File: src/rtl/fft_pkg.sv
// rtl/fft_pkg.sv - shared state encoding, sign-magnitude helpers and product-order table
package fft_pkg;

  typedef enum logic [1:0] {
    ST_IDLE,
    ST_ISSUE,
    ST_WAIT,
    ST_DONE
  } state_t;

  // a_sel: 0=ar 1=ai, b_sel: 0=wr 1=wi, dst_im: 0=re 1=im, sub: negate the product
  typedef struct packed {
    logic a_sel;
    logic b_sel;
    logic dst_im;
    logic sub;
  } prod_ctl_t;

  function automatic int sm_sign_bit(input int width);
    return width - 1;
  endfunction

  function automatic int sm_mag_w(input int width);
    return width - 1;
  endfunction

  function automatic prod_ctl_t prod_ctl(input logic [1:0] idx);
    prod_ctl_t c;
    case (idx)
      2'd0:    c = '{a_sel: 1'b0, b_sel: 1'b0, dst_im: 1'b0, sub: 1'b0};
      2'd1:    c = '{a_sel: 1'b1, b_sel: 1'b1, dst_im: 1'b0, sub: 1'b1};
      2'd2:    c = '{a_sel: 1'b0, b_sel: 1'b1, dst_im: 1'b1, sub: 1'b0};
      default: c = '{a_sel: 1'b1, b_sel: 1'b0, dst_im: 1'b1, sub: 1'b0};
    endcase
    return c;
  endfunction

endpackage

File: src/rtl/smag_mul_core.sv
// rtl/smag_mul_core.sv - sign-magnitude shift-add multiplier, LSB-first with early exit
module smag_mul_core
  import fft_pkg::*;
#(
  parameter int WIDTH = 8
) (
  input  logic                 clkin,
  input  logic                 rst_n,
  input  logic                 i_start,
  input  logic [WIDTH-1:0]     i_a,
  input  logic [WIDTH-1:0]     i_b,
  output logic                 o_done,
  output logic                 o_sign,
  output logic [2*WIDTH-3:0]   o_mag
);

  localparam int SB = sm_sign_bit(WIDTH);
  localparam int MW = sm_mag_w(WIDTH);
  localparam int PW = 2 * MW;

  logic [PW-1:0] r_a;
  logic [PW-1:0] r_acc;
  logic [MW-1:0] r_b;
  logic          r_sign;
  logic          r_run;

  always_ff @(posedge clkin or negedge rst_n) begin
    if (!rst_n) begin
      r_a    <= '0;
      r_acc  <= '0;
      r_b    <= '0;
      r_sign <= 1'b0;
      r_run  <= 1'b0;
    end else if (i_start) begin
      r_a    <= {{(PW-MW){1'b0}}, i_a[MW-1:0]};
      r_b    <= i_b[MW-1:0];
      r_acc  <= '0;
      r_sign <= i_a[SB] ^ i_b[SB];
      r_run  <= 1'b1;
    end else if (r_run) begin
      // Stop as soon as no multiplier bits remain; done is seen for exactly one cycle
      if (r_b != '0) begin
        if (r_b[0]) r_acc <= r_acc + r_a;
        r_a <= r_a << 1;
        r_b <= r_b >> 1;
      end else begin
        r_run <= 1'b0;
      end
    end
  end

  assign o_done = r_run && (r_b == '0);
  assign o_sign = r_sign;
  assign o_mag  = r_acc;

endmodule

File: src/rtl/cmul_sched.sv
// rtl/cmul_sched.sv - sequences the four real products of one complex twiddle multiply
module cmul_sched
  import fft_pkg::*;
#(
  parameter int WIDTH = 8
) (
  input  logic                 clkin,
  input  logic                 rst_n,
  input  logic                 in_valid,
  output logic                 in_ready,
  input  logic [WIDTH-1:0]     ar,
  input  logic [WIDTH-1:0]     ai,
  input  logic [WIDTH-1:0]     wr,
  input  logic [WIDTH-1:0]     wi,
  output logic                 out_valid,
  input  logic                 out_ready,
  output logic [2*WIDTH-1:0]   re_out,
  output logic [2*WIDTH-1:0]   im_out,
  output logic                 busy
);

  localparam int OUT_W = 2 * WIDTH;
  localparam int PW    = 2 * sm_mag_w(WIDTH);

  state_t             r_state;
  logic [1:0]         r_idx;
  logic [WIDTH-1:0]   r_ar, r_ai, r_wr, r_wi;
  logic [OUT_W-1:0]   r_re, r_im;
  logic               r_in_ready, r_out_valid, r_busy, r_mul_start;

  prod_ctl_t          w_ctl;
  logic [WIDTH-1:0]   w_op_a, w_op_b;
  logic               w_mul_done, w_mul_sign, w_neg;
  logic [PW-1:0]      w_mul_mag;
  logic [OUT_W-1:0]   w_mag_ext, w_term;

  assign w_ctl  = prod_ctl(r_idx);
  assign w_op_a = w_ctl.a_sel ? r_ai : r_ar;
  assign w_op_b = w_ctl.b_sel ? r_wi : r_wr;

  smag_mul_core #(.WIDTH(WIDTH)) u_core (
    .clkin   (clkin),
    .rst_n   (rst_n),
    .i_start (r_mul_start),
    .i_a     (w_op_a),
    .i_b     (w_op_b),
    .o_done  (w_mul_done),
    .o_sign  (w_mul_sign),
    .o_mag   (w_mul_mag)
  );

  // Negating a zero magnitude yields zero, so -0 operands add nothing
  assign w_neg     = w_mul_sign ^ w_ctl.sub;
  assign w_mag_ext = {{(OUT_W-PW){1'b0}}, w_mul_mag};
  assign w_term    = w_neg ? (~w_mag_ext + 1'b1) : w_mag_ext;

  always_ff @(posedge clkin or negedge rst_n) begin
    if (!rst_n) begin
      r_state     <= ST_IDLE;
      r_idx       <= 2'd0;
      r_ar        <= '0;
      r_ai        <= '0;
      r_wr        <= '0;
      r_wi        <= '0;
      r_re        <= '0;
      r_im        <= '0;
      r_in_ready  <= 1'b1;
      r_out_valid <= 1'b0;
      r_busy      <= 1'b0;
      r_mul_start <= 1'b0;
    end else begin
      case (r_state)
        ST_IDLE: begin
          if (in_valid && r_in_ready) begin
            r_ar        <= ar;
            r_ai        <= ai;
            r_wr        <= wr;
            r_wi        <= wi;
            r_re        <= '0;
            r_im        <= '0;
            r_idx       <= 2'd0;
            r_in_ready  <= 1'b0;
            r_busy      <= 1'b1;
            r_mul_start <= 1'b1;
            r_state     <= ST_ISSUE;
          end
        end
        ST_ISSUE: begin
          r_mul_start <= 1'b0;
          r_state     <= ST_WAIT;
        end
        ST_WAIT: begin
          if (w_mul_done) begin
            if (w_ctl.dst_im) r_im <= r_im + w_term;
            else              r_re <= r_re + w_term;
            if (r_idx == 2'd3) begin
              r_out_valid <= 1'b1;
              r_state     <= ST_DONE;
            end else begin
              r_idx       <= r_idx + 2'd1;
              r_mul_start <= 1'b1;
              r_state     <= ST_ISSUE;
            end
          end
        end
        ST_DONE: begin
          // Return through IDLE so a new request is never taken on the completion edge
          if (out_ready) begin
            r_out_valid <= 1'b0;
            r_busy      <= 1'b0;
            r_in_ready  <= 1'b1;
            r_state     <= ST_IDLE;
          end
        end
        default: r_state <= ST_IDLE;
      endcase
    end
  end

  assign in_ready  = r_in_ready;
  assign out_valid = r_out_valid;
  assign busy      = r_busy;
  assign re_out    = r_re;
  assign im_out    = r_im;

endmodule

File: config.mk
export PLATFORM = sky130hd
export DESIGN_NAME = cmul_sched
export DESIGN_NICKNAME = d
export VERILOG_FILES = /design/src/rtl/fft_pkg.sv /design/src/rtl/smag_mul_core.sv /design/src/rtl/cmul_sched.sv
export SDC_FILE = /design/constraint.sdc
export NUM_CORES = 1
export LEC_CHECK = 0
export BUFFER_PORTS_ARGS = -buffer_cell sky130_fd_sc_hd__buf_4
export CORE_MARGIN = 2
export CORE_UTILIZATION = 54
export CTS_BUF_LIST = sky130_fd_sc_hd__clkbuf_4 sky130_fd_sc_hd__clkbuf_8 sky130_fd_sc_hd__clkbuf_16
export DETAILED_ROUTE_END_ITERATION = 6
export HOLD_SLACK_MARGIN = 0.06
export MAX_ROUTING_LAYER = met4
export PLACE_DENSITY = 0.77
export SLEW_MARGIN = 20
export SYNTH_ARGS = -nofsm -noshare
export SYNTH_HDL_FRONTEND = slang
export SYNTH_HIERARCHICAL = 1
export SYNTH_SLANG_ARGS = --single-unit
File: constraint.sdc
create_clock -name clkin -period 3.2 [get_ports clkin]
set_input_delay 0.48 -clock clkin [delete_from_list [all_inputs] [get_ports clkin]]
set_output_delay 0.48 -clock clkin [all_outputs]
set_load 0.02 [all_outputs]
==> results.cfg <==
[setup_path]
cp_max_fo = 6
r2r_slack_ps = 130
r2r_start = r_idx[1]
critical_path_class = register to register
crit_required_ps = 3450
worstReg2RegEnd = re_out[13]
setup.worst_path.start_class = register
endpoint_kind = register
rr_worst_depth = 14
crit_arrival_ps = 3310

[synth]
synth_area_sq_um = 6990
synth_common_cells = 108 x dfrtp_1, 102 x nand2_1, 57 x o21ai_0
synth_largest_area_cell = dfrtp_1
synth.area.top_cells = dfrtp_1 39%, ha_1 9.5%, mux2_2 7.7%
ys_seq_area_frac = 0.390
ys.flop_type = dfrtp_1
synth_seq_cells = 109
yosys_warnings = 6
post_synth_inst_count = 728
synth-edff-count = 0
synth_cell_types = 65
synth_top_area_share = 0.386
yosysMostFrequentCell = dfrtp_1
syn-num-nets = 820
syn_area_per_cell_sq_um = 9.61
async_flop_share = 1.00

[detailed_routing]
vias = 5738
drt_pre_antenna_iters = 4
wl_per_cell_um = 16.2
drt_iter0_drc = 238
ant_nets = 0
wirelength_um = 16500
avgViaCountPerCell = 5.63
drc = 0

[timing]
setup_violations = 0
finalCriticalPeriod_ps = 3070
relSlewSlack = 0.410
setup_ws_ps = 132
finalCritPeriodShare = 0.959
tightest_slew_ps = 885
hold-worst-slack_ps = 114
drv_slew = 0
fmax_ghz = 0.326
hold_viol_final = 0
skew_ps = 3.87

[clock_tree]
cts_tree = built
cts_sinks = 109
cts_buffer_depth = 2
cts_buffers = 9
cts_root_buffer = clkbuf_16
htreeDepth = 3
worstSkewPairLatency_ps = 360
cts_setup_buffers = 0
clk_pin_slew_ps = 80
postCtsHoldBufs = 0

[hold_path]
hp-class = primary input to asynchronous set/reset pin

[grt]
grt_use_total = 0.254
grt_pass1_wl_um = 28100
gr-total-overflow = 0
grt_pass1_vias = 5936
grt_max_degree = 46
antenna_found_initial = 0

[place]
port_buffers = 70
post-dp-hpwl_um = 12800
pre_cts_ws_ps = -75.8
gp_congestion = 0.952

[pwr]
ir_drop_mv = 0.521
powerDensity_nw_per_um2 = 687
p_leak_nw = 4.11

[cells_and_area]
fin_nets = 935
regArea_sq_um = 2730
multiInputGateArea_sq_um = 4180
final_util = 0.670
area_delta_synth_final_pct = 20.9
fillers = 1010
n_antenna_cell = 0
layout-drive-gt1-share = 0.264

[floorplanning]
pin_count = 71
dieWidth_um = 118
rows = 41
initial_core_util = 0.554
coreArea_sq_um = 12600
die_h_um = 118
fp.dieArea_sq_um = 13900

[job]
maxCapViolCount = 0

[outcome]
outcome = completed
cell type report:
| cell class | count | share of cell area |
|---|---|---|
| clock buffers | 9 | 0.0266 |
| clock inverters | 7 | 0.00917 |
| inverters | 20 | 0.00888 |
| multi-input cells | 576 | 0.494 |
| flip-flops and latches | 109 | 0.323 |
| well taps | 172 | 0.0255 |
| repair buffers | 127 | 0.113 |
flip-flops by register name (all words and copies together) (netlist names), 2 cells and up:
name          flops
re_out           16
r_wi              8
r_idx             2
u_core/r_b        7
r_ai              8
r_state           2
r_ar              8
im_out           16
r_wr              8
u_core/r_a       14
u_core/o_mag     14
metal layers:
layer	track usage	up-vias	part of all wire
li1	-	2848	-
met1	0.306	2759	0.44
met2	0.444	113	0.51
met3	0.0475	18	0.033
met4	0.0557	0	0.010
met5	-	-	0
metrics by stage:
step / setup TNS, ps / cells / cell area [sq um] / total power (W)
final: 0 / 1020 / 8460 / 0.00581
after floorplan: 0 / 728 / 6990 / 0.00378
after global placement: 0 / 1004 / 8060 / 0.00452
after detailed placement: -75.8 / 1004 / 8060 / 0.00463
after global routing: -9.93 / 1020 / 8460 / 0.00622
after CTS: 0 / 1020 / 8360 / 0.00577
where the power goes:
part           switching, W  internal (W)  total (W)  leakage (nW)
registers          0.000338       0.00173    0.00207          1.46
clock network      0.000565      0.000556    0.00112         0.149
logic               0.00136       0.00126    0.00262          2.50
logic make-up after synthesis:
kind of cell,count (synthesis),share of synthesized area
muxes,72,0.112
DFF,109,0.390
and+or+nand+nor,226,0.154
xor gates and xnor gates,40,0.0501
AOI/OAI and AO/OA,182,0.164
buffers and inverters,43,0.0267
adders and majority gates,56,0.103
worst max-delay path, cell delays in order, from the launching register on:
cell and delay [ps]:
dfrtp_1 400, inv_2 80, ha_4 170, xor2_4 180, buf_6 140, nand2_1 60, xnor2_1 130, buf_4 140
ha_1 310, a21o_1 170, a31o_2 220, o21ba_2 200, o21ba_2 190, or3_1 300, a32o_1 250
layout by cell type (no fill, tap or decap), types with 4 or more instances in the layout:
| cell | n |
|---|---|
| buf_4 | 126 |
| dfrtp_1 | 107 |
| nand2_1 | 101 |
| o21ai_0 | 57 |
| a21oi_1 | 52 |
| ha_1 | 52 |
| mux2_2 | 48 |
| nor2_1 | 39 |
| mux2i_1 | 23 |
| inv_1 | 19 |
| xnor2_1 | 18 |
| xor2_1 | 17 |
| nand3_1 | 15 |
| nor3_1 | 15 |
| a21o_1 | 12 |
| nand2b_1 | 10 |
| nand4_1 | 9 |
| clkbuf_16 | 9 |
| o211ai_1 | 7 |
| or3_1 | 6 |
| nand3b_1 | 5 |
| nor2b_1 | 5 |
| o31ai_1 | 4 |
how the worst max path moves through the flow:
stage,startpoint,to,slack [ps],cells past startpoint
finish,r_idx[1],re_out[13],130,14
global route,u_core/o_mag[4],im_out[15],-9,12
CTS,r_idx[1],im_out[10],10,14
detailed placement,r_idx[1],im_out[14],-80,13
global placement,r_idx[1],re_out[13],80,14
floorplan,r_idx[1],re_out[13],90,11
what timing repair did:
item | in CTS | in global routing
gates cloned | 0 | 0
endpoints found under the setup margin | 2 | 10
resized for setup | 2 | 20
pin swaps | 0 | 3
Note: power is estimated with default switching activity, not from simulation.
